$ cat src/rtl/input_conditioner.sv
// Synchronise and debounce DE0 slide switches and push-buttons.
// Buttons are inverted on entry so all downstream logic is active-high.
module input_conditioner #(
  parameter int DEBOUNCE_CYCLES = 500000,
  parameter int CNT_W           = 19
) (
  input  logic       clock,
  input  logic       reset_n,
  input  logic [7:0] sw_raw,
  input  logic [2:0] button_raw,
  output logic [7:0] sw_stable,
  output logic       sw_changed,
  output logic [2:0] button_level,
  output logic [2:0] button_press,
  output logic [2:0] button_release
);

  localparam int N = 11;
  localparam logic [CNT_W-1:0] LAST =
    CNT_W'(DEBOUNCE_CYCLES - 1);

  typedef enum logic {
    STABLE,
    PENDING
  } state_e;

  state_e           state_q [N];
  state_e           state_d [N];
  logic [CNT_W-1:0] cnt_q   [N];
  logic [CNT_W-1:0] cnt_d   [N];

  logic [N-1:0] s1_q, s2_q;
  logic [N-1:0] lvl_q, lvl_d, upd;
  logic [2:0]   press_q, press_d;
  logic [2:0]   rel_q, rel_d;
  logic         chg_q, chg_d;

  always_ff @(posedge clock or negedge reset_n) begin
    if (!reset_n) begin
      s1_q    <= '0;
      s2_q    <= '0;
      lvl_q   <= '0;
      press_q <= '0;
      rel_q   <= '0;
      chg_q   <= 1'b0;
      for (int i = 0; i < N; i++) begin
        state_q[i] <= STABLE;
        cnt_q[i]   <= '0;
      end
    end else begin
      s1_q    <= {~button_raw, sw_raw};
      s2_q    <= s1_q;
      lvl_q   <= lvl_d;
      press_q <= press_d;
      rel_q   <= rel_d;
      chg_q   <= chg_d;
      for (int i = 0; i < N; i++) begin
        state_q[i] <= state_d[i];
        cnt_q[i]   <= cnt_d[i];
      end
    end
  end

  // Counter is 0 in STABLE, so hitting LAST there means DEBOUNCE_CYCLES==1.
  always_comb begin
    lvl_d = lvl_q;
    upd   = '0;
    for (int i = 0; i < N; i++) begin
      state_d[i] = state_q[i];
      cnt_d[i]   = cnt_q[i];
      unique case (state_q[i])
        STABLE: begin
          if (s2_q[i] != lvl_q[i]) begin
            if (cnt_q[i] == LAST) begin
              upd[i] = 1'b1;
            end else begin
              state_d[i] = PENDING;
              cnt_d[i]   = CNT_W'(1);
            end
          end
        end
        PENDING: begin
          if (s2_q[i] == lvl_q[i]) begin
            state_d[i] = STABLE;
            cnt_d[i]   = '0;
          end else if (cnt_q[i] == LAST) begin
            upd[i] = 1'b1;
          end else begin
            cnt_d[i] = cnt_q[i] + 1'b1;
          end
        end
        default: begin
          state_d[i] = STABLE;
          cnt_d[i]   = '0;
        end
      endcase
      if (upd[i]) begin
        lvl_d[i]   = s2_q[i];
        state_d[i] = STABLE;
        cnt_d[i]   = '0;
      end
    end
    chg_d   = |upd[7:0];
    press_d = upd[10:8] & s2_q[10:8];
    rel_d   = upd[10:8] & ~s2_q[10:8];
  end

  assign sw_stable      = lvl_q[7:0];
  assign sw_changed     = chg_q;
  assign button_level   = lvl_q[10:8];
  assign button_press   = press_q;
  assign button_release = rel_q;

endmodule

$ cat config.mk
export PLATFORM = sky130hd
export DESIGN_NAME = input_conditioner
export DESIGN_NICKNAME = d
export VERILOG_FILES = /design/src/rtl/input_conditioner.sv
export SDC_FILE = /design/constraint.sdc
export NUM_CORES = 1
export LEC_CHECK = 0
export BUFFER_PORTS_ARGS = -buffer_cell sky130_fd_sc_hd__buf_2
export CAP_MARGIN = 0
export CORE_ASPECT_RATIO = 1.75
export CORE_UTILIZATION = 30
export CTS_CLUSTER_SIZE = 20
export DETAILED_ROUTE_END_ITERATION = 8
export PLACE_DENSITY = 0.48
export SYNTH_ARGS = -nofsm -noshare
export SYNTH_HDL_FRONTEND = slang
export SYNTH_SLANG_ARGS = --single-unit
$ cat constraint.sdc
create_clock -name clock -period 1.9 [get_ports clock]
set_clock_uncertainty 0.2 [all_clocks]
set_input_delay 0.285 -clock clock [delete_from_list [all_inputs] [get_ports clock]]
set_output_delay 0.285 -clock clock [all_outputs]
set_load 0.03 [all_outputs]
Yosys cells after proc, flatten, opt, wreduce, memory -nomap -nowiden
Index checks and enable logic that the tools add are counted.
Word-level totals
  bits in registers: 260
  bits of input ports: 13
  logic and storage cells: 307
Operators by class
  add/sub/neg operators: 11
  equal/unequal tests: 66
  mux-type cells: 165
  bitwise gates (word level): 15
  reduce and logical (&&, ||, !) cells: 12
Operators with widths (number)
  $mux 19: 55
  $pmux 19 s2: 11
  $add 19x1->19 const B: 11
  $eq 19x19->1 const B: 11
  $mux 1: 77
  $ne 3x3->1 const B: 22
  $pmux 1 s2: 22
  $ne 4x3->1 const B: 9
  $reduce_and 3->1: 11
  $eq 1x1->1: 11
  $ne 1x1->1: 11
  $not 1->1: 11
  $ne 4x4->1 const B: 2
  $reduce_or 8->1: 1
  $and 3x3->3: 2
  $not 3->3: 2

Longest topological paths before layout
  depth after elaboration: 6
  gate-level depth with buffers: 9
  gate-level depth less buffers: 6

Worst setup path after synthesis
OpenSTA, ideal clock, no wires.
  path type: reg2reg
  start point: reg cnt_q[114] (netlist bit)
  end point: reg cnt_q[130] (netlist bit)
  setup time: 0.146 ns
  arrival time: 1.785 ns
  data required time: 1.554 ns
  path slack: -0.230 ns
  cell stages (with the launch flop): 10
  buffers on the path: 3
  path through: dfrtp_1 ha_1 and4_1 clkbuf_1 nand2_1 o211a_1 clkbuf_1 buf_2 nand3_1 o311ai_0
Between the ends
  longest elaborated chain between the ends: 6
  elaborated cells between the ends (all ways): 14
RTL lines
  start: declaration: RTL line 29  | logic [CNT_W-1:0] cnt_q [N];
  start signal: indexed assignment: RTL line 59  | cnt_q[i] <= cnt_d[i];
  branches (longest 6 deep; another with $add 19x1->19)
Parallel ways; which one is timed is not known. The select of a mux whose other input is x is not followed.
A chain may end at the register's enable or synchronous reset.

Final worst setup path
  start point: reg cnt_q[49] (netlist bit)
  end point: reg cnt_q[41] (netlist bit)
Between the ends
  longest elaborated chain between the ends: 6
  elaborated cells between the ends (all ways): 10
RTL lines
  $eq 19x19->1 *: RTL line 74, 86
  $mux 1: RTL line 74, 86
  $mux 1, on equally long branches: RTL line 83, 73
  $pmux 1 s2: RTL line 71  | unique case (state_q[i])
  $ne 4x3->1 (no line) / $ne 3x3->1 (equally long branches)
  $reduce_and 3->1 (no line)
Every way passes the cells marked *; elsewhere a longest branch is shown, timed or not.

==> results.md <==
* Final-layout fill cell count at 4133
* Ratio of cells with drive above 1 in the final layout at 43.5%
* Average cell area after synthesis at 9.21 sq um
* Initial antenna violation count at 0
* Path class of the lowest-slack min-delay path: input pin to async pin
* CP cell instances: or4_4 > nor3_4 > a31oi_4 > buf_6 > a21o_1 > a22o_1
* Maximum number of pins on one net before global-route repair at 53
* Final critical-path setup slack at -234 ps
* Crit Reg-Reg Startpoint: cnt_q[49]
* Number of enable-type register cells in the synthesized netlist at 0
* Post-route antenna net violation count at 0
* Total global-route track usage at 17.5%
* Share of the cycle needed by the critical path after routing at 112%
* Switching power as a share of total power at 25.6%
* # clock sinks at 260
* Via density per instance at 5.23
* Total non-filler cell area in the finished layout at 0.0209 sq mm
* Overflow after GRT at 0
* Final number of max-transition violations at 0
* Total number of placement rows at 102
* Internal power at 9.99 mW
* Clock tree buffer depth at 3
* Static leakage at 9.13 nW
* H-tree depth at 1
* Vias after detailed routing at 13200
* Clock Pin Slew Worst Setup and Hold Paths at 60 ps
* CP Capture Type: flip-flop
* Worst path slowest cell: sky130_fd_sc_hd__or4_4
* Count of unresolved DRC violations after routing at 0
* Die outline height at 282 um
* Critical path peak fanout at 7
* Reported net switching power at 3.43 mW
* Arrival time worst endpoint at 2390 ps
* Dominant cell type by area after synthesis: sky130_fd_sc_hd__dfrtp_1
* Distinct cell type count of the synthesized netlist at 65
* Port bufs at 30
* Starting DRT DRC Count at 465
* First-pass GRT wire length at 66.0 mm
* Setup crit start: cnt_q[49]
* DP Cell Count at 2396
* Slack of the worst reg-to-reg path at -230 ps
* Netlist area before placement at 0.0135 sq mm
* Power density over the cells at 641 mW/mm^2
* Cell area reported after detailed placement at 0.0175 sq mm
* Fmax achieved at 469 MHz
* TritonCTS buffer count at 28
* Register bit total from synthesis at 260
* Most used flip-flop cell after synthesis: sky130_fd_sc_hd__dfrtp_1
* Area taken by multi-input logic gates at 0.00834 sq mm
* Worst setup SP type: flip-flop
* Routed wire per std cell at 16.0 um
* Count of maximum capacitance violations at 0
* Fraction of synthesized cell area taken by the top area cell type at 48.3%
* 1st-pass router iterations at 4
* Final period demand of the worst path at 2130 ps
* Reg power frac at 44.5%
* Post-route non-filler standard cell count at 2525
* IO Pins at 31
* Total Die Area at 0.0458 sq mm
* TritonCTS clock tree: done
* Final HPWL from detailed placement at 26.7 mm
* Syn Nets at 1485
* Endpoints failing setup at 193
* Library cell used as clock root buffer: sky130_fd_sc_hd__clkbuf_16
* Unrepaired setup endpoints after global routing: true
* Top Family by Delay on Critical Path: simple AND/OR/NAND/NOR gates
* Sequential fraction of the synthesis area at 48.3%
* Clock group share of total power at 42.8%
* Worst slew margin at 50.1%
* Die Wd at 162 um
* Critical path's largest stage delay at 550 ps
* Net count reported at finish at 1955
* Failing checks: setup timing
* Mapped Cells at 1461
* Design Power at 13.4 mW
* Critical Setup Path Class: flip-flop to flip-flop
* Run status: complete, but fails checks
* Cell types occupying the most area after synthesis: sky130_fd_sc_hd__dfrtp_1 (48%), sky130_fd_sc_hd__nand3_1 (5.9%), sky130_fd_sc_hd__nand2_1 (4.8%), sky130_fd_sc_hd__a21oi_1 (3.4%), sky130_fd_sc_hd__a31oi_1 (3.4%)
* Buffering stage count on the worst path with inverters included at 1
* Total Routed Length at 40.5 mm
* Area of the core at 0.0443 sq mm
* Number of warnings printed during yosys synthesis at 0
* CP required at 2150 ps
* Final Hold Viols at 0
* Final Util at 47.3%
* Diode count at 0
* Starting density of the core at 30.4%
* Number of global-route vias before repair at 13700
* Terminus of the critical flop-to-flop path: cnt_q[41]
* Share of flip-flops with an asynchronous set or reset after synthesis at 100%
* Worst-margin pin slew at 748 ps
* Logic gate share of total power at 12.7%
* FF+latch area at 0.00651 sq mm
* Worst vdd rail ir drop at 0.000682 V
* Area Overhead vs Synth at 55.4%
* Later-pin clock latency in the skew report at 560 ps
* Routability congestion estimate at 0.820
* Cell count of the worst reg-to-reg path at 6
## sequential cells by signal (all words and copies together) (netlist names)
signal,count
s2_q,11
sw_changed,1
button_press,3
s1_q,11
button_release,3
state_q,11
cnt_q,209
lvl_q,11
## layer usage
metal  share of wire [%]  track usage (%)
met1                  37             17.7
met2                  57             35.9
met3                 2.3             1.85
met4                 3.0             6.56
met5                   0                0
## placed cells by master, fill, tap and decap left out, types with 17 or more instances in the layout
cell                        count
sky130_fd_sc_hd__o21ai_1       33
sky130_fd_sc_hd__inv_1         41
sky130_fd_sc_hd__a21oi_2       65
sky130_fd_sc_hd__nand3_2       30
sky130_fd_sc_hd__or3_1         38
sky130_fd_sc_hd__buf_6         45
sky130_fd_sc_hd__nor2_1        61
sky130_fd_sc_hd__o21ai_2       19
sky130_fd_sc_hd__and3_1        17
sky130_fd_sc_hd__buf_4        377
sky130_fd_sc_hd__clkbuf_16     30
sky130_fd_sc_hd__a31oi_1       60
sky130_fd_sc_hd__nand2_1      159
sky130_fd_sc_hd__dfrtp_1      254
sky130_fd_sc_hd__nand3_1      127
sky130_fd_sc_hd__buf_12        19
sky130_fd_sc_hd__nand2b_1      19
sky130_fd_sc_hd__nand4_1       55
sky130_fd_sc_hd__a21oi_1       19
sky130_fd_sc_hd__buf_2         30
sky130_fd_sc_hd__a22o_1        25
## layout make-up
class	instances	share of cell area [%]
multi-input combinational	1105	39.8
sequential	260	31.1
clock buffer	41	3.92
inverter	41	0.735
clock inverter	11	0.622
timing repair buffer	495	20.3
tap	572	3.42
## repair_timing
item	4_1_cts	5_1_grt
setup endpoints to repair	211	228
hold buffers	12	0
gates cloned	19	2
hold endpoints to repair	243	0
setup buffers	30	29
resized for setup	260	154
pin swaps	127	93
## power by group through the flow
stage	combinational, mW	clock (mW)	sequential, mW
floorplan	0.600	0	6.09
global placement	1.33	0	6.05
detailed placement	1.36	0	6.06
CTS	1.64	5.97	5.96
global route	1.87	6.15	6.00
finish	1.71	5.75	5.97
## stage by stage
| step | hold WS [ps] | TNS (ps) | worst slack [ps] |
|---|---|---|---|
| after detailed placement | -0.149 | -23110 | -281 |
| after global routing | 24.7 | -39410 | -353 |
| after global placement | -2.95 | -19910 | -285 |
| after CTS | 0.886 | -19190 | -257 |
| after floorplan | -211 | -2500 | -144 |
| final | 8.50 | -17850 | -234 |
## Yosys cell counts, types with 4 or more instances
library cell	number
sky130_fd_sc_hd__o21ai_0	66
sky130_fd_sc_hd__xnor2_1	14
sky130_fd_sc_hd__and2_1	10
sky130_fd_sc_hd__or4_1	13
sky130_fd_sc_hd__nand2b_1	21
sky130_fd_sc_hd__clkbuf_1	27
sky130_fd_sc_hd__a31oi_1	73
sky130_fd_sc_hd__a21o_1	14
sky130_fd_sc_hd__o311ai_0	11
sky130_fd_sc_hd__inv_1	41
sky130_fd_sc_hd__dfrtp_1	260
sky130_fd_sc_hd__o211a_1	8
sky130_fd_sc_hd__or2_2	11
sky130_fd_sc_hd__xor2_1	20
sky130_fd_sc_hd__mux2i_1	10
sky130_fd_sc_hd__or3_1	46
sky130_fd_sc_hd__and4_1	19
sky130_fd_sc_hd__nand4_1	55
sky130_fd_sc_hd__a21oi_1	92
sky130_fd_sc_hd__nand2_1	172
sky130_fd_sc_hd__and3_1	21
sky130_fd_sc_hd__o211ai_1	15
sky130_fd_sc_hd__a22o_1	25
sky130_fd_sc_hd__nor2_1	74
sky130_fd_sc_hd__nand3_1	159
sky130_fd_sc_hd__o22ai_1	4
sky130_fd_sc_hd__nor3b_1	6
sky130_fd_sc_hd__nor4_1	18
sky130_fd_sc_hd__nor3_1	24
sky130_fd_sc_hd__buf_1	5
sky130_fd_sc_hd__a41oi_1	14
sky130_fd_sc_hd__a211oi_1	5
sky130_fd_sc_hd__buf_2	18
sky130_fd_sc_hd__ha_1	11
sky130_fd_sc_hd__mux2_2	11
sky130_fd_sc_hd__nor4b_1	18
## how the worst max path moves through the flow
stage / cells after the start / end / slack [ps]
finish: 6 / cnt_q[41] / -230
global route: 6 / cnt_q[205] / -350
CTS: 6 / cnt_q[205] / -260
detailed placement: 6 / cnt_q[205] / -280
global placement: 6 / lvl_q[0] / -290
floorplan: 6 / cnt_q[50] / -140
## cell families after synthesis
family	count (synthesis)	synth area share [%]
adders and majority gates	11	1.02
and+or+nand+nor	690	27.2
AOI/OAI and AO/OA	347	16.5
xor gates and xnor gates	34	2.21
buffers and inverters	98	3.09
DFF	260	48.3
muxes	21	1.66
(Power assumes the default switching activity.)
